[src/rtl/scsp_timer_bank_pkg.sv]
// Shared SCSP timer/interrupt definitions: defaults, interrupt bit map,
// timer control record and prescaler sizing helper.
package scsp_timer_bank_pkg;

   localparam int TIMER_NUM_DEF  = 3;
   localparam int TIMER_IRQ_BASE = 6;
   localparam int TIMER_CNT_DEF  = 8;
   localparam int TIMER_CTL_DEF  = 3;
   localparam int PEND_W_DEF     = 11;

   // Interrupt bit positions in the enable/pending/reset registers
   localparam int IRQ_MIDI_IN  = 3;
   localparam int IRQ_DMA_END  = 4;
   localparam int IRQ_TIMER_A  = 6;
   localparam int IRQ_TIMER_B  = 7;
   localparam int IRQ_TIMER_C  = 8;
   localparam int IRQ_MIDI_OUT = 9;
   localparam int IRQ_SAMPLE   = 10;

   // Register image of one timer as seen on the bus (TxCTL + count)
   typedef struct packed {
      logic [TIMER_CTL_DEF-1:0] ctl;
      logic [TIMER_CNT_DEF-1:0] count;
   } TimerCtl_t;

   // Prescaler must divide by up to 2**(2**ctl_w - 1)
   function automatic int presc_width(int ctl_w);
      return (1 << ctl_w) - 1;
   endfunction

endpackage

[src/rtl/scsp_timer_cell.sv]
// One timer: sample prescaler, up-counter and one-cycle overflow pulse.
// 'wrap' flags, combinationally, that the current CE cycle will wrap the
// count so the parent can set its pending bit in the same register stage.
module scsp_timer_cell
   import scsp_timer_bank_pkg::*;
#(
   parameter int CNT_W = TIMER_CNT_DEF,
   parameter int CTL_W = TIMER_CTL_DEF
)(
   input  logic             clk,
   input  logic             rst_n,
   input  logic             ce,
   input  logic             tick,
   input  logic             wr,
   input  logic [CNT_W-1:0] di,
   input  logic [CTL_W-1:0] ctl_di,
   output logic [CNT_W-1:0] count,
   output logic [CTL_W-1:0] ctl,
   output logic             ovf,
   output logic             wrap
);

   localparam int PR_W = presc_width(CTL_W);

   logic [PR_W-1:0] presc;
   logic [PR_W-1:0] presc_n;
   logic [PR_W:0]   one_sh;
   logic [PR_W-1:0] step_mask;
   logic            step;

   // Step when the low ctl bits of the advanced prescaler are all zero
   always_comb begin
      presc_n   = presc + PR_W'(1);
      one_sh    = {{PR_W{1'b0}}, 1'b1} << ctl;
      step_mask = one_sh[PR_W-1:0] - PR_W'(1);
      step      = ((presc_n & step_mask) == '0);
      wrap      = tick & ~wr & step & (&count);
   end

   // Load has priority over tick; ovf lasts exactly one CE cycle
   always_ff @(posedge clk or negedge rst_n) begin
      if (!rst_n) begin
         count <= '0;
         ctl   <= '0;
         presc <= '0;
         ovf   <= 1'b0;
      end else if (ce) begin
         ovf <= 1'b0;
         if (wr) begin
            count <= di;
            ctl   <= ctl_di;
            presc <= '0;
         end else if (tick) begin
            presc <= presc_n;
            if (step) begin
               count <= count + CNT_W'(1);
               ovf   <= &count;
            end
         end
      end
   end

endmodule

[src/rtl/scsp_timer_bank.sv]
// Bank of NUM_TIMERS sample timers plus the interrupt enable/pending/reset
// registers and the registered interrupt request.
module scsp_timer_bank
   import scsp_timer_bank_pkg::*;
#(
   parameter int NUM_TIMERS = TIMER_NUM_DEF,
   parameter int CNT_W      = TIMER_CNT_DEF,
   parameter int CTL_W      = TIMER_CTL_DEF,
   parameter int PEND_W     = PEND_W_DEF,
   parameter int IRQ_BASE   = TIMER_IRQ_BASE
)(
   input  logic                        CLK,
   input  logic                        RST_N,
   input  logic                        CE,
   input  logic                        SAMPLE_TICK,
   input  logic [NUM_TIMERS-1:0]       TIM_WR,
   input  logic [CNT_W-1:0]            TIM_DI,
   input  logic [CTL_W-1:0]            CTL_DI,
   input  logic                        IEB_WR,
   input  logic [PEND_W-1:0]           IEB_DI,
   input  logic                        PD_WR,
   input  logic [PEND_W-1:0]           PD_DI,
   input  logic                        RE_WR,
   input  logic [PEND_W-1:0]           RE_DI,
   input  logic [PEND_W-1:0]           EXT_SET,
   output logic [NUM_TIMERS*CNT_W-1:0] TIM_VAL,
   output logic [NUM_TIMERS*CTL_W-1:0] TIM_CTL,
   output logic [NUM_TIMERS-1:0]       TIM_OVF,
   output logic [PEND_W-1:0]           IEB,
   output logic [PEND_W-1:0]           PEND,
   output logic                        IRQ
);

   logic [NUM_TIMERS-1:0] wrap;
   logic [PEND_W-1:0]     ovf_set;
   logic [PEND_W-1:0]     pend_set;
   logic [PEND_W-1:0]     pend_clr;

   for (genvar i = 0; i < NUM_TIMERS; i++) begin : g_tim
      scsp_timer_cell #(
         .CNT_W (CNT_W),
         .CTL_W (CTL_W)
      ) u_cell (
         .clk    (CLK),
         .rst_n  (RST_N),
         .ce     (CE),
         .tick   (SAMPLE_TICK),
         .wr     (TIM_WR[i]),
         .di     (TIM_DI),
         .ctl_di (CTL_DI),
         .count  (TIM_VAL[i*CNT_W +: CNT_W]),
         .ctl    (TIM_CTL[i*CTL_W +: CTL_W]),
         .ovf    (TIM_OVF[i]),
         .wrap   (wrap[i])
      );
   end

   // Gather set/clear sources; a set always beats a same-cycle clear
   always_comb begin
      ovf_set = '0;
      for (int i = 0; i < NUM_TIMERS; i++) begin
         ovf_set[IRQ_BASE+i] = wrap[i];
      end
      pend_clr = RE_WR ? RE_DI : '0;
      pend_set = EXT_SET | (PD_WR ? PD_DI : '0) | ovf_set;
   end

   // Enable/pending registers; IRQ trails PEND/IEB by one CE cycle
   always_ff @(posedge CLK or negedge RST_N) begin
      if (!RST_N) begin
         IEB  <= '0;
         PEND <= '0;
         IRQ  <= 1'b0;
      end else if (CE) begin
         if (IEB_WR) IEB <= IEB_DI;
         PEND <= (PEND & ~pend_clr) | pend_set;
         IRQ  <= |(PEND & IEB);
      end
   end

endmodule

[config.mk]
export PLATFORM = sky130hd
export DESIGN_NAME = scsp_timer_bank
export DESIGN_NICKNAME = d
export VERILOG_FILES = /design/src/rtl/scsp_timer_bank_pkg.sv /design/src/rtl/scsp_timer_cell.sv /design/src/rtl/scsp_timer_bank.sv
export SDC_FILE = /design/constraint.sdc
export NUM_CORES = 1
export LEC_CHECK = 0
export CAP_MARGIN = 30
export CORE_MARGIN = 3
export CORE_UTILIZATION = 54
export DETAILED_ROUTE_END_ITERATION = 8
export GPL_ROUTABILITY_DRIVEN = 0
export PLACE_DENSITY = 0.88
export SETUP_SLACK_MARGIN = 0.02
export SYNTH_ARGS = -nofsm -noshare
export SYNTH_HDL_FRONTEND = slang
export SYNTH_SLANG_ARGS = --single-unit
[constraint.sdc]
create_clock -name CLK -period 5.2 [get_ports CLK]
set_clock_uncertainty 0.1 [all_clocks]
set_input_delay 0.78 -clock CLK [delete_from_list [all_inputs] [get_ports CLK]]
set_output_delay 0.78 -clock CLK [all_outputs]
set_load 0.03 [all_outputs]
# After elaboration in Yosys (flattened, before gate mapping)
# Cells that the tools add are included.
# totals
register_bits,80
inputBits,65
output_inout_bits,59
wordCells,97
# classes
n_addsub,9
n_shift,3
muxes,26
n_bitwise,21
n_reduce_logical,23
# op_table
operator,n
two-way mux 8 bit,9
two-way mux 7 bit,6
"adder 8 x 1 -> 8 bit, second input constant",3
AND reduction 8 bit,3
AND 11 bit,2
two-way mux 11 bit,2
bitwise OR 11 bit,2
"adder 7 x 1 -> 7 bit, second input constant",3
AND 7 bit,3
logical NOT 7 bit,3
"left shift 1 x 3 -> 7 bit, first input constant",3
"subtractor 7 x 1 -> 7 bit, second input constant",3
AND reduction 2 bit,7
nonzero test 2 bit,6
NOT 11 bit,1
bitwise OR 11 x 9 -> 11 bit,1
OR reduction 11 bit,1
AND 1 bit,9
two-way mux 1 bit,9
AND reduction 3 bit,3
NOT 1 bit,3

# Depth between registers and ports, before layout
# Gate-level depths: netlist (run 1).
# depth
word_depth,8
mapped_depth,12
depth_no_buf,9

# By module
# From an unflattened synthesis (run 1), not the netlist that was laid out.
# unflattened
cells_unflattened,481
hier_area_um2,4688.2
# modules_own_cells
module,instances,cells_per_inst,area_each_um2,seq_area_each_um2
scsp_timer_cell,3,133,1208.7,475.5
scsp_timer_bank,1,82,1062.3,575.6

# Worst setup path after synthesis (run 1)
# OpenSTA, ideal clock, no wires.
# synth_timing
kind,reg2reg
startpoint,reg g_tim[0].u_cell.ctl[2]
endpoint,reg g_tim[0].u_cell.count[2]
setup_time_ns,0.130
arrival_time_ns,2.600
required_time_ns,4.970
path_slack_ns,2.370
stages_incl_launch_ff,13
n_path_buf,3
period_less_slack_ns,2.830
cell_sequence,dfrtp_1 > clkbuf_1 > nor3_1 > inv_1 > ha_1 > buf_2 > nor4bb_1 > a2111oi_0 > a311oi_1 > and2_1 > buf_4 > a311oi_1 > nor3_1
# synth_via
elab_chain_len,6
# synth_lines
element,line,rtl
start: declaration,scsp_timer_cell.sv:18,"output logic [CTL_W-1:0] ctl,"
start signal: assignment,scsp_timer_cell.sv:51,ctl <= ctl_di;
left shift 1 x 3 -> 7 bit,scsp_timer_cell.sv:34,"one_sh = {{PR_W{1'b0}}, 1'b1} << ctl;"
subtractor 7 x 1 -> 7 bit,scsp_timer_cell.sv:35,step_mask = one_sh[PR_W-1:0] - PR_W'(1);
AND 7 bit,scsp_timer_cell.sv:36,step = ((presc_n & step_mask) == '0);
logical NOT 7 bit,scsp_timer_cell.sv:36,
nonzero test 2 bit (no line),n/a,
AND reduction 3 bit (no line),n/a,
end signal: assignment,scsp_timer_cell.sv:50,count <= di;
end signal: assignment,scsp_timer_cell.sv:56,count <= count + CNT_W'(1);
end: declaration,scsp_timer_cell.sv:17,"output logic [CNT_W-1:0] count,"
# No other way between the ends.
# A chain may end at the register's enable or synchronous reset.

# Final worst setup path (run 1)
# layout_timing
startpoint,in SAMPLE_TICK
endpoint,reg g_tim[0].u_cell.count[6]
# layout_via
elab_chain_len,2
# layout_lines
element,line,rtl
start: declaration,scsp_timer_bank.sv:15,"input logic SAMPLE_TICK,"
nonzero test 2 bit (no line),n/a,
AND reduction 3 bit (no line),n/a,
# No other way between the ends.

==> results of run 1 <==
[cell usage after synthesis (4+ instances only)]
library cell / count
nand3_1: 20
dfrtp_1: 80
clkbuf_1: 29
a311oi_1: 9
nor3_1: 14
nor2b_1: 7
inv_1: 18
a21oi_1: 34
nand2b_1: 5
nand4_1: 10
nor3b_1: 8
o22ai_1: 20
xnor2_1: 6
nor2_1: 27
xor2_1: 9
a211oi_1: 5
or3_1: 5
nand2_1: 72
o2bb2ai_1: 8
ha_1: 9
a31oi_1: 9
and2_1: 4
o21ai_0: 38
buf_4: 4
mux2_2: 17
o31ai_1: 6
a221o_1: 4
a22o_1: 5
nor4b_1: 5
and3_1: 11
a221oi_1: 4
o211ai_1: 4
buf_2: 4
[cell families after synthesis]
kind of cell               count (synthesis)  synth area share (%)
xor gates and xnor gates                  15                 2.664
buffers and inverters                     59                 5.352
AOI/OAI and AO/OA                        174                 23.77
and+or+nand+nor                          203                 20.85
muxes                                     20                 4.490
DFF                                       80                 40.59
adders and majority gates                  9                 2.283
[per-layer routing]
metal | up-vias | GRT usage (%)
met4 | 0 | 12.88
met1 | 2435 | 37.77
li1 | 2290 | -
met3 | 40 | 4.132
met5 | - | 0
met2 | 246 | 47.54
[stage by stage]
stage | util [%] | cells | worst slack, ns
after floorplan | - | 560 | 2.370
after global placement | 69.44 | 752 | 1.473
after detailed placement | 69.75 | 753 | 1.333
after CTS | 71.81 | 769 | 1.703
after global routing | 71.81 | 769 | 1.353
final | 71.81 | 769 | 1.591
[state kept, by name, indices dropped and copies added, names as in the netlist]
name,cells
IEB,11
IRQ,1
PEND,11
g_tim.u_cell.count,24
g_tim.u_cell.ctl,9
g_tim.u_cell.ovf,3
g_tim.u_cell.presc,21
[power by group through the flow]
stage	Sequential [mW]	Clock, mW	Combinational (mW)
3_3_place_gp	0.807	0	0.589
2_1_floorplan	0.890	0	0.270
4_1_cts	0.803	0.436	0.615
6_report	0.806	0.433	0.615
3_5_place_dp	0.813	0	0.609
5_1_grt	0.821	0.461	0.660
[final cells by class]
| cell class | instances | area, µm² | area share [%] |
|---|---|---|---|
| Multi-Input combinational cell | 421 | 2666 | 42.16 |
| Sequential cell | 80 | 2002 | 31.66 |
| Timing Repair Buffer | 126 | 1271 | 20.10 |
| Clock buffer | 11 | 141.4 | 2.236 |
| Tap cell | 108 | 135.1 | 2.137 |
| Inverter | 18 | 67.56 | 1.068 |
| Clock inverter | 5 | 40.04 | 0.6332 |
[worst paths after layout]
check | start | to | slack (ns) | cells after the start
worst max-delay path | SAMPLE_TICK | g_tim[0].u_cell.count[6] | 1.59 | 7
worst min-delay path | RST_N | PEND[9] | 0.19 | 1
worst max register to register | g_tim[0].u_cell.ctl[1] | g_tim[0].u_cell.count[6] | 2.01 | 9
worst min register to register | g_tim[2].u_cell.ovf | g_tim[2].u_cell.ovf | 0.39 | 2
max in group asynchronous | RST_N | g_tim[1].u_cell.presc[5] | 4.21 | 2
min in group CLK | g_tim[2].u_cell.ovf | g_tim[2].u_cell.ovf | 0.39 | 2
[worst reg2reg max path, cell delays in order, from the launching register on]
cell and delay [ns]:
dfrtp_1 0.54, nor2_1 0.14, nand2_1 0.09, ha_1 0.35, nor4bb_1 0.31, a2111oi_0 0.11
a311oi_1 0.50, and2_1 0.46, nand3_1 0.24, a211oi_1 0.27
==> summary.md, run 1 <==
| Metric | Value |
|---|---|
| Sw Share | `37.53%` |
| Setup TNS | `0 ns` |
| Top cells by area, synth | `dfrtp_1 (41%), nand2_1 (5.5%), mux2_2 (3.9%), o21ai_0 (3.9%), a21oi_1 (3.5%)` |
| Routed Antenna Nets | `0` |
| Design area | `0.006324 mm²` |
| Clock sinks | `80` |
| Vias in the first global route | `4690` |
| Largest net degree at the start of global routing | `64` |
| Synth Instances | `560` |
| Worst EP required | `5.36 ns` |
| Ys async rst share | `100.0%` |
| CORE AREA | `0.008806 mm²` |
| CTS tree | `yes` |
| Total power | `1.855 mW` |
| Largest delay contributor family on the critical path | `simple AND/OR/NAND/NOR gates` |
| Metal2 WL | `7.351 mm` |
| Die area | `0.01032 mm²` |
| Crit path DAT | `3.77 ns` |
| Final worst path period need | `3.609 ns` |
| Vias | `5011` |
| Area delta synth->final | `28.21%` |
| Most common cell after layout, fill and taps aside | `clkdlybuf4s50_1` |
| Status | `finished, final reports clean` |
| Ys Warns | `0` |
| Critical Path Max Stage Delay | `0.86 ns` |
| Hold_ws | `0.1886 ns` |
| Syn_nets | `634` |
| GRT overflow | `0` |
| Crit. End Element | `flop` |
| Top-area cell type share of the netlist area | `40.59%` |
| Overall Global Routing Usage | `28.84%` |
| Max IR drop VDD | `0.0002099 V` |
| Hold buffers post-CTS | `0` |
| WS Path Type | `in2reg` |
| First-pass GRT wire length | `23.69 mm` |
| Total CTS buffers | `9` |
| Yosys top cell by area | `dfrtp_1` |
| CP Max Fanout | `15` |
| Diodes inserted | `0` |
| Cell mode on critical path | `and2_1` |
| Syn_area_per_cell | `8.808 µm²` |
| Clock latency on the worst-skew pair | `0.35 ns` |
| Mapped cell area | `0.004932 mm²` |
| DP Area | `0.006142 mm²` |
| Nets | `730` |
| FF+latch count, synth | `80` |
| Top_reg_cell synth | `dfrtp_1` |
| Hold Crit Class | `in2async` |
| Final Hold Viols | `0` |
| Initial antenna violation count | `0` |
| Ports | `124` |
| Clock-pin slew on the worst setup and hold paths | `0.09 ns` |
| DR iter-0 viols | `334` |
| Cell area power density | `293.3 mW/mm²` |
| Synth unique cells | `65` |
| Unrepaired setup endpoints after global routing | `false` |
| Port-buffer cells | `123` |
| Num rows | `34` |
| DP Wirelength | `10.84 mm` |
| Max Cap Viol | `0` |
| Met3 Wirelength | `1.103 mm` |
| Share of the yosys chip area belonging to registers | `40.59%` |
| Top Layer Used | `met4` |
| Post-synth EDFFs | `0` |
| Final Cycle Share | `69.40%` |
| Wire per inst | `19.45 µm` |
| Clock Path Buffers | `2` |
| Critical path buffers and inverters | `1` |
| Comb pwr share | `33.2%` |
| Leakage power | `2.462 nW` |
| Filler cells | `684` |
| Share of layout cells above drive strength 1 | `6.203%` |
| Worst-margin pin slew | `0.8457 ns` |
| Sequential power share | `43.5%` |
| Post-cts sizing count | `0` |
| Int Pwr | `1.159 mW` |
| Die extent in x | `101.6 µm` |
| Post-CTS Setup Bufs | `0` |
| Routed WL | `14.96 mm` |
| Slew Viols, Final | `0` |
| Crit path launch type | `input pin` |
| Vias/cell | `6.516` |
| H-Tree Depth | `3` |
| Worst slew margin | `43.44%` |
| First-pass detailed-route iteration total | `7` |
| DIE HEIGHT | `101.6 µm` |
| Initial Utilization | `56.01%` |
| P_sw | `696.1 µW` |
| Most frequent cells in the layout | `clkdlybuf4s50_1 (122), dfrtp_1 (80), nand2_1 (72)` |
| Clock root buffer | `clkbuf_8` |
| DRC violations left | `0` |
| # setup viols final | `0` |
| Critical Path, Cell by Cell | `clkdlybuf4s50_1, and2_1, o221ai_1, a311oi_1, and2_1, nand3_1, a211oi_1` |
| Fmax | `0.2771 GHz` |
| Slowest CP cell | `clkdlybuf4s50_1` |
| M1 wire length | `5.971 mm` |
| Clock Power Share | `23.4%` |
No activity file was read; power rests on OpenSTA's default activity.
==> run 2, diff against run 1 <==
CORE_UTILIZATION = 45   (was 54)
PLACE_DENSITY = 0.78   (was 0.88)
clock period = 2.9 ns   (was 5.2 ns; I/O delays follow)
==> run 2 against run 1 <==
Non-clock buffer count rose by 15; wire length rose by 4.0%; sequential share of layout area fell by 0.84 points; via count fell by 0.76%; design area rose by 3.0%; sequential power rose by 80%; global-route usage fell by 4.0 points; register-to-register slack got worse by 1.8 ns; first-iteration DRC count rose by 15%; worst setup slack got worse by 1.4 ns; count of clock-buffer cells in the layout rose by 1; critical endpoint is now g_tim[2].u_cell.ovf.
==> summary.md, run 2 (synthesis gave the netlist of run 1 again) <==
| Metric | Value |
|---|---|
| Largest reg by FF count | `g_tim.u_cell.count (unchanged)` |
| Clock latency on the worst-skew pair | `0.36 ns (was 0.35 ns)` |
| CTS tree | `yes (unchanged)` |
| Vias/cell | `6.124 (was 6.516)` |
| Overall Global Routing Usage | `24.84% (was 28.84%)` |
| CORE AREA | `0.01051 mm² (was 0.008806 mm²)` |
| Nets | `745 (was 730)` |
| CP Max Fanout | `10 (was 15)` |
| GRT overflow | `0 (unchanged)` |
| Fmax | `0.3675 GHz` |
| Unrepaired setup endpoints after global routing | `false (unchanged)` |
| Vias in the first global route | `4749 (was 4690)` |
| Crit path launch type | `flop (was input pin)` |
| Clock root buffer | `clkbuf_8 (unchanged)` |
| Max Cap Viol | `0 (unchanged)` |
| P_sw | `1.248 mW (was 696.1 µW)` |
| Largest regs | `g_tim.u_cell.count (24), g_tim.u_cell.presc (21) (unchanged)` |
| Crit. End Element | `flop (unchanged)` |
| Clock Power Share | `24.9% (was 23.4%)` |
| Most frequent cells in the layout | `clkdlybuf4s50_1 (122), dfrtp_1 (76), nand2_1 (72) (was clkdlybuf4s50_1 (122), dfrtp_1 (80), nand2_1 (72))` |
| Crit path DAT | `2.88 ns (was 3.77 ns)` |
| Clock-pin slew on the worst setup and hold paths | `0.08 ns (was 0.09 ns)` |
| DIE HEIGHT | `110.7 µm (was 101.6 µm)` |
| Int Pwr | `2.184 mW (was 1.159 mW)` |
| Clock Path Buffers | `2 (unchanged)` |
| Hold_ws | `0.3975 ns (was 0.1886 ns)` |
| WS Path Type | `reg2reg (was in2reg)` |
| Post-CTS Setup Bufs | `0 (unchanged)` |
| Slew Viols, Final | `0 (unchanged)` |
| Wire per inst | `19.16 µm (was 19.45 µm)` |
| Total CTS buffers | `9 (unchanged)` |
| H-Tree Depth | `3 (unchanged)` |
| Total power | `3.432 mW (was 1.855 mW)` |
| Diodes inserted | `0 (unchanged)` |
| Worst slew margin | `60.40% (was 43.44%)` |
| First-pass GRT wire length | `25.03 mm (was 23.69 mm)` |
| Status | `finished, final reports clean (unchanged)` |
| DRC violations left | `0 (unchanged)` |
| Comb pwr share | `33.0% (was 33.2%)` |
| Ports | `124 (unchanged)` |
| Worst EP required | `3.06 ns (was 5.36 ns)` |
| Initial Utilization | `46.93% (was 56.01%)` |
| DP Wirelength | `11.27 mm (was 10.84 mm)` |
| Leakage power | `2.537 nW (was 2.462 nW)` |
| Final Hold Viols | `0 (unchanged)` |
| First-pass detailed-route iteration total | `5 (was 7)` |
| Area delta synth->final | `32.01% (was 28.21%)` |
| Hold Crit Class | `reg2reg (was in2async)` |
| Final Cycle Share | `93.83%` |
| Die extent in x | `110.7 µm (was 101.6 µm)` |
| Setup TNS | `0 ns (unchanged)` |
| Vias | `4973 (was 5011)` |
| Final worst path period need | `2.721 ns` |
| Initial antenna violation count | `0 (unchanged)` |
| Sequential power share | `42.1% (was 43.5%)` |
| Max reg flops | `24 (unchanged)` |
| Num rows | `37 (was 34)` |
| Port-buffer cells | `123 (unchanged)` |
| Max IR drop VDD | `0.0003205 V (was 0.0002099 V)` |
| Routed WL | `15.56 mm (was 14.96 mm)` |
| Sw Share | `36.36% (was 37.53%)` |
| Die area | `0.01225 mm² (was 0.01032 mm²)` |
| Clock sinks | `80 (unchanged)` |
| Routed Antenna Nets | `0 (unchanged)` |
| Cell area power density | `527.1 mW/mm² (was 293.3 mW/mm²)` |
| Worst-margin pin slew | `0.5940 ns (was 0.8457 ns)` |
| Largest net degree at the start of global routing | `45 (was 64)` |
| Share of layout cells above drive strength 1 | `9.763% (was 6.203%)` |
| Most common cell after layout, fill and taps aside | `clkdlybuf4s50_1 (unchanged)` |
| # setup viols final | `0 (unchanged)` |
| DR iter-0 viols | `384 (was 334)` |
-- run 2: what timing repair did --
| item | 4_1_cts | 5_1_grt |
|---|---|---|
| setup endpoints to repair | 7 | 13 |
| gates resized for setup | 2 | 11 |
| hold endpoints to repair | 38 | 0 |
| hold buffers | 1 | 0 |
-- run 2: layout make-up --
cell class | count | area (µm²)
Timing Repair Buffer | 141 | 1366
Sequential cell | 80 | 2007
Clock buffer | 12 | 145.1
Fill cell | 898 | 3998
Clock inverter | 4 | 53.80
Multi-Input combinational cell | 421 | 2701
Tap cell | 136 | 170.2
Inverter | 18 | 67.56
-- run 2: worst max-delay path, stage by stage (launching register included) --
cell,delay (ns)
dfrtp_1,0.50
nor3_1,0.28
inv_1,0.07
ha_1,0.27
or3b_2,0.21
a311oi_1,0.04
a211oi_1,0.24
and4_1,0.32
nand2_1,0.19
o41ai_1,0.39
-- run 2: path summary, 6_finish.rpt --
check	start	end	slack [ns]	depth (start not counted)
worst max-delay path	g_tim[2].u_cell.ctl[2]	g_tim[2].u_cell.ovf	0.18	9
worst min-delay path	g_tim[1].u_cell.ovf	g_tim[1].u_cell.ovf	0.40	1
worst max register to register	g_tim[2].u_cell.ctl[2]	g_tim[2].u_cell.ovf	0.18	9
worst min register to register	g_tim[1].u_cell.ovf	g_tim[1].u_cell.ovf	0.40	1
max in group asynchronous	RST_N	g_tim[1].u_cell.presc[4]	1.46	3
min in group asynchronous	RST_N	g_tim[1].u_cell.presc[1]	0.51	2
-- run 2: stage by stage --
step	area, µm²	cells	setup slack (ns)	util, %
2_1_floorplan	4932	560	0.06993	-
3_3_place_gp	6262	795	0.2328	59.59
3_5_place_dp	6262	795	0.009628	59.59
4_1_cts	6474	812	0.05372	61.60
5_1_grt	6511	812	0.0003089	61.96
6_report	6511	812	0.1789	61.96
-- run 2: per-layer routing --
metal  track usage, %  vias to the layer above  routed length [µm]
met5                0                        -                   0
met4            7.471                        0                 347
met3            6.223                       35                1204
met2            41.02                      228                7618
met1            32.25                     2393                6385
li1                 -                     2317                   -
-- run 2: power by group through the flow --
stage               Sequential [mW]  Combinational (mW)  Clock, mW
floorplan                      1.60               0.484          0
global placement               1.44                1.09          0
global route                   1.47                1.21      0.914
finish                         1.45                1.13      0.855
CTS                            1.44                1.12      0.873
detailed placement             1.46                1.11          0
